<file path="config.mk">
export PLATFORM = sky130hd
export DESIGN_NAME = button_event_decoder
export DESIGN_NICKNAME = d
export VERILOG_FILES = /design/src/rtl/btn_event_pkg.sv /design/src/rtl/btn_edge_detect.sv /design/src/rtl/button_event_decoder.sv
export SDC_FILE = /design/constraint.sdc
export NUM_CORES = 1
export LEC_CHECK = 0
export ABC_AREA = 1
export CAP_MARGIN = 20
export CORE_UTILIZATION = 40
export CTS_CLUSTER_DIAMETER = 80
export DETAILED_ROUTE_END_ITERATION = 16
export GPL_TIMING_DRIVEN = 0
export HOLD_SLACK_MARGIN = 0.03
export MAX_ROUTING_LAYER = met4
export SLEW_MARGIN = 15
export SYNTH_ARGS = -nofsm -noshare
export SYNTH_HDL_FRONTEND = slang
export SYNTH_HIERARCHICAL = 1
export SYNTH_SLANG_ARGS = --single-unit
export TNS_END_PERCENT = 20
</file>
<file path="constraint.sdc">
create_clock -name clk -period 2.75 [get_ports clk]
set_input_delay 0.55 -clock clk [delete_from_list [all_inputs] [get_ports clk]]
set_output_delay 0.55 -clock clk [all_outputs]
set_load 0.1 [all_outputs]
</file>
<file path="src/rtl/btn_event_pkg.sv">
// Shared types and parameter limits for the button gesture decoder.
package btn_event_pkg;

  typedef enum logic [2:0] {
    IDLE   = 3'd0,
    PRESS1 = 3'd1,
    GAP    = 3'd2,
    PRESS2 = 3'd3,
    LONG   = 3'd4
  } btn_state_e;

  localparam int unsigned MIN_LONG_PRESS_CYCLES = 2;
  localparam int unsigned MIN_DOUBLE_GAP_CYCLES = 2;

  function automatic int unsigned max_u(input int unsigned a, input int unsigned b);
    return (a > b) ? a : b;
  endfunction

endpackage

</file>
<file path="src/rtl/btn_edge_detect.sv">
// Polarity normalisation, one-cycle delayed pressed level and rise/fall strobes.
module btn_edge_detect #(
  parameter bit ACTIVE_LOW = 1'b0
) (
  input  logic clk,
  input  logic rst_n,
  input  logic level,
  output logic held,
  output logic rise_c,
  output logic fall_c
);

  logic btn;

  assign btn    = level ^ ACTIVE_LOW;
  assign rise_c = btn & ~held;
  assign fall_c = ~btn & held;

  always_ff @(posedge clk or negedge rst_n) begin
    if (!rst_n) begin
      held <= 1'b0;
    end else begin
      held <= btn;
    end
  end

endmodule

</file>
<file path="src/rtl/button_event_decoder.sv">
// Turns a debounced button level into press/release/click/double-click/long-press pulses.
module button_event_decoder
  import btn_event_pkg::*;
#(
  parameter int unsigned LONG_PRESS_CYCLES = 50_000_000,
  parameter int unsigned DOUBLE_GAP_CYCLES = 12_500_000,
  parameter bit          ACTIVE_LOW        = 1'b0
) (
  input  logic clk,
  input  logic rst_n,
  input  logic i_level,
  output logic o_held,
  output logic o_press,
  output logic o_release,
  output logic o_click,
  output logic o_double_click,
  output logic o_long_press
);

  localparam int unsigned CNT_W = $clog2(max_u(LONG_PRESS_CYCLES, DOUBLE_GAP_CYCLES) + 1);
  localparam logic [CNT_W-1:0] LONG_TH = CNT_W'(LONG_PRESS_CYCLES - 2);
  localparam logic [CNT_W-1:0] GAP_TH  = CNT_W'(DOUBLE_GAP_CYCLES - 1);

  if (LONG_PRESS_CYCLES < MIN_LONG_PRESS_CYCLES) begin : g_bad_long
    $error("LONG_PRESS_CYCLES must be >= 2");
  end
  if (DOUBLE_GAP_CYCLES < MIN_DOUBLE_GAP_CYCLES) begin : g_bad_gap
    $error("DOUBLE_GAP_CYCLES must be >= 2");
  end

  logic             rise_c;
  logic             fall_c;
  btn_state_e       state;
  logic [CNT_W-1:0] cnt;
  logic [CNT_W-1:0] cnt_inc_c;

  btn_edge_detect #(
    .ACTIVE_LOW (ACTIVE_LOW)
  ) u_edge (
    .clk    (clk),
    .rst_n  (rst_n),
    .level  (i_level),
    .held   (o_held),
    .rise_c (rise_c),
    .fall_c (fall_c)
  );

  // Saturating increment; the counter never wraps back to zero.
  assign cnt_inc_c = (cnt == {CNT_W{1'b1}}) ? cnt : cnt + CNT_W'(1);

  always_ff @(posedge clk or negedge rst_n) begin
    if (!rst_n) begin
      state          <= IDLE;
      cnt            <= '0;
      o_press        <= 1'b0;
      o_release      <= 1'b0;
      o_click        <= 1'b0;
      o_double_click <= 1'b0;
      o_long_press   <= 1'b0;
    end else begin
      o_press        <= rise_c;
      o_release      <= fall_c;
      o_click        <= 1'b0;
      o_double_click <= 1'b0;
      o_long_press   <= 1'b0;
      case (state)
        IDLE: begin
          if (rise_c) begin
            state <= PRESS1;
            cnt   <= '0;
          end
        end
        PRESS1, PRESS2: begin
          // A pressed state is only entered on a rise, so no fall means btn is still high.
          if (fall_c) begin
            cnt <= '0;
            if (state == PRESS2) begin
              o_double_click <= 1'b1;
              state          <= IDLE;
            end else begin
              state <= GAP;
            end
          end else if (cnt == LONG_TH) begin
            o_long_press <= 1'b1;
            state        <= LONG;
          end else begin
            cnt <= cnt_inc_c;
          end
        end
        GAP: begin
          // A new press on the timeout edge still counts as the second press.
          if (rise_c) begin
            state <= PRESS2;
            cnt   <= '0;
          end else if (cnt == GAP_TH) begin
            o_click <= 1'b1;
            state   <= IDLE;
          end else begin
            cnt <= cnt_inc_c;
          end
        end
        LONG: begin
          if (fall_c) begin
            state <= IDLE;
          end
        end
        default: state <= IDLE;
      endcase
    end
  end

endmodule

</file>
# == After elaboration in Yosys (flattened, before gate mapping) ==
# Cells that the tools add are included.
# W data, S select, Z words.
# word_totals
register_bits,35
latch_bits,0
ramBits,0
romBits,0
output_inout_bits,6
word_cells,55
memories,0
# op_classes
add_sub_neg,1
mul,0
div,0
n_lt_le_gt_ge,0
eq_ne,13
shift,0
muxes,24
bitwise,4
n_reduce_logical,5
# ops
op,n
$mux W26,6
$pmux W26 S3,1
$eq A26 B26 Y1 const B,2
$add A26 B1 Y26 const B,1
$eq A26 B24 Y1 const B,1
$mux W3,6
$ne A3 B3 Y1 const B,4
$pmux W3 S4,1
$mux W1,9
$reduce_and A4 Y1,2
$eq A3 B2 Y1 const B,2
$ne A2 B2 Y1 const B,2
$eq A3 B1 Y1 const B,1
$eq A3 B3 Y1 const B,1
$logic_not A3 Y1,1
$reduce_bool A3 Y1,1
$and A1 B1 Y1,2
$mux W2,1
$not A1 Y1,2
$reduce_or A2 Y1,1

# == Longest topological paths before layout ==
# logic_depth
depth_word,5
mapped_depth,13
ltp_nobuf,12

# == Modules after synthesis ==
# Netlist, hierarchy kept.
# modules_own_cells
mod,n_inst,cells_per_inst,area_each_um2
button_event_decoder,1,406,2509.9
btn_edge_detect,1,5,40.0

# == Worst setup path after synthesis ==
# Ideal clock, no wire load.
# synth_timing
kind,register to register
from,register u_edge.held
to,register cnt[22]
setup_ns,0.117
t_arrival_ns,1.922
required_ns,2.633
slack_ns,0.711
stages_incl_launch_ff,11
n_path_buf,1
synth_period_minus_slack_ns,2.039
cell_sequence,dfrtp_1 -> inv_1 -> nor2_1 -> nor2_1 -> nor2_1 -> inv_1 -> clkbuf_8 -> nand2_1 -> nand2_1 -> nand2_1 -> nand2_1
# synth_rtl
element,line,text
from (decl),btn_edge_detect.sv:8,"output logic held,"
from (signal assigned),btn_edge_detect.sv:23,held <= btn;
$and A1 B1 Y1 *,btn_edge_detect.sv:17,assign fall_c = ~btn & held;
via fall_c,button_event_decoder.sv:32,logic fall_c;
$ne A3 B3 Y1 (no line) / $mux W26 (equally long branches),n/a,
$reduce_and A4 Y1 (no line) / $pmux W26 S3 (equally long branches),n/a,
to (signal assigned),button_event_decoder.sv:87,cnt <= cnt_inc_c;
to (signal assigned),button_event_decoder.sv:99,cnt <= cnt_inc_c;
to (decl),button_event_decoder.sv:34,logic [CNT_W-1:0] cnt;
# The timed path passes the listed nets; every way through them passes the cells marked *.
# A chain may end at the register's enable or synchronous reset.

# == Worst setup path after layout ==
# layout_timing
from,register u_edge.held
to,output port o_held
# layout_rtl
element,line,text
to (decl),button_event_decoder.sv:12,"output logic o_held,"
# No word-level cell between the ends.

==> qor.yml <==
critPathTopFamily: "buffers and inverters"
use_met2_pct: 33.6
tns_ns: 0
synth_cell_types: 27
vias: 2487
worst_pin_slew_ns: 0.960
grt_pass1_wl_microns: 10700
critPathMaxFanout: 3
cts_tree: "built"
layout_commonest_cell: "nand2_1"
ant_nets: 0
clock.fmax_ghz: 0.429
drc: 0
p_seq_share_pct: 31.4
routed_wl_microns: 6280
status: "finished clean"
fin_crit_ns: 2.33
cpPeakStageDelay_ns: 1.13
cp-end-kind: "primary output"
grt_max_degree: 19
synth_top_area_share_pct: 34.3
setup_violations: 0
synthCells: 411
pwr-share-clk_pct: 24.4
dieArea_sq_um: 6700
wl_per_cell_microns: 12.5
holdBufCountCts: 0
nets: 432
initial_core_util_pct: 42.3
leakagePower_nw: 1.46
drt-pass1-iter-count: 4
yosysWarnings: 6
dp_hpwl_microns: 5090
ir_drop_mv: 0.352
yosys_register_bits: 35
area_growth_pct: 12.3
grt_remaining_overflow: 0
first_global_vias: 2253
cts_buffers: 5
yosysTopAreaCell: "dfrtp_1"
rows: 28
cts_htree_levels: 2
cts.sinks: 35
required_ns: 2.20
gr-usage-met1_pct: 30.0
p_sw_w: 0.000836
internal-power_w: 0.00114
p_comb_share_pct: 44.1
gp_congestion: 0.941
cp.arrival_ns: 1.78
crit_path_top_delay_cell: "clkdlybuf4s50_1"
ios: 9
crit_buf_inv: 1
met3_usage_pct: 4.00
mostFrequentLayoutCells: "175 x nand2_1, 68 x nor2_1, 38 x nand3_1, 37 x inv_1, 35 x dfrtp_1"
swShare_pct: 42.3
yosysSeqAreaShare_pct: 34.3
grt_usage_pct: 22.0
ctsResizeCount: 0
port-buffer-count: 8
synth_area_sq_um: 2550
rsz0062_at_grt: "false"
syn_nets: 416
synthTopCellsByArea: "dfrtp_1 34%, nand2_1 26%, nor2_1 10%"
drt-initial-drc-count: 139
drive_gt1_share_pct: 7.24
period_share_pct: 84.7
cts_setup_buffers: 0
cap_violations: 0
avgSynthCellArea_sq_um: 6.20
slew-limit-headroom_pct: 35.8
clock_skew_ns: 0.00330
clk_pin_slew_ns: 0.07
grt.busiest_layer: "met2"
cts_root_buf: "clkbuf_8"
crit_type: "reg -> out"
clk_latency_ns: 0.29
hold_viol: 0
power_density_nw_per_um2: 691
dieHeight_microns: 81.8
min_path_type: "in -> async"
antenna_found_initial: 0
path_cells: "clkdlybuf4s50_1"
clock_path_buffers: 2
num_antenna_cells: 0
post-route-util_pct: 47.5
dieWidth_microns: 81.8
design.core.area_sq_um: 6030
viasPerCell: 4.94
drv_slew: 0
start_kind: "flip-flop"
## stage by stage
stage,std cells,setup WS (ns),instance area (sq um),hold WS [ns],total power [W]
after floorplan,411,0.711,2550,0.254,0.00129
after global placement,494,0.260,2720,0.510,0.00150
after detailed placement,495,0.208,2750,0.515,0.00151
after CTS,503,0.404,2860,0.211,0.00201
after global routing,503,0.232,2860,0.228,0.00217
final,503,0.420,2860,0.200,0.00198
## final timing paths
| kind | startpoint | end | slack (ns) | cells after the start |
|---|---|---|---|---|
| setup / recovery | u_edge/held | o_held | 0.42 | 1 |
| hold / removal | rst_n | o_long_press | 0.20 | 1 |
| setup reg to reg | cnt[0] | cnt[25] | 0.79 | 12 |
| hold reg to reg | cnt[22] | cnt[22] | 0.53 | 2 |
| max in group asynchronous | rst_n | cnt[23] | 2.11 | 2 |
| min in group clk | cnt[22] | cnt[22] | 0.53 | 2 |
## layout make-up
| cell class | instances | area, sq um |
|---|---|---|
| clock buffer | 6 | 82.6 |
| multi-input combinational | 328 | 1460 |
| sequential | 35 | 876 |
| timing repair buffer | 9 | 103 |
| tap | 75 | 93.8 |
| inverter | 40 | 150 |
| fill | 636 | 3160 |
| buffer | 8 | 68.8 |
| clock inverter | 2 | 35.0 |
## cells by family after synthesis
group | synth area share [%]
simple gates | 50.5
xor+xnor | 2.40
flops | 34.3
buf+inv | 8.59
fa+ha+maj | 0.981
compound gates | 3.14
## cells in the mapped netlist
cell,count
a21oi_1,4
clkbuf_8,2
nand4_1,6
nor2_1,68
buf_6,2
nor2_8,1
nand3_4,1
clkinv_1,3
nor3_1,4
xor2_1,5
buf_2,3
nor2_2,2
ha_1,2
nand3_1,38
nor2_4,1
nand3b_1,1
o21ai_0,7
a32oi_1,1
o211ai_1,1
nand2_2,6
xnor2_1,2
nand2_4,2
a31o_2,1
dfrtp_1,35
inv_1,37
nand2_1,175
clkbuf_1,1
## per-layer routing
layer  wire length (microns)  vias up
li1                        -     1306
met1                    3150     1117
met2                    2810       58
met3                     260        6
met4                      65        0
met5                       0        -
## flip-flops by register name, summed over array words and instances (netlist names)
signal          cells
cnt                26
state               3
o_click             1
o_double_click      1
o_long_press        1
o_press             1
o_release           1
u_edge/held         1
## power groups by stage
stage          Clock, W  Sequential [W]  Combinational (W)
2_1_floorplan         0        0.000637           0.000649
3_3_place_gp          0        0.000630           0.000868
3_5_place_dp          0        0.000630           0.000882
4_1_cts        0.000504        0.000620           0.000884
5_1_grt        0.000526        0.000630            0.00101
6_report       0.000484        0.000622           0.000873
No activity file was read; power rests on OpenSTA's default activity.
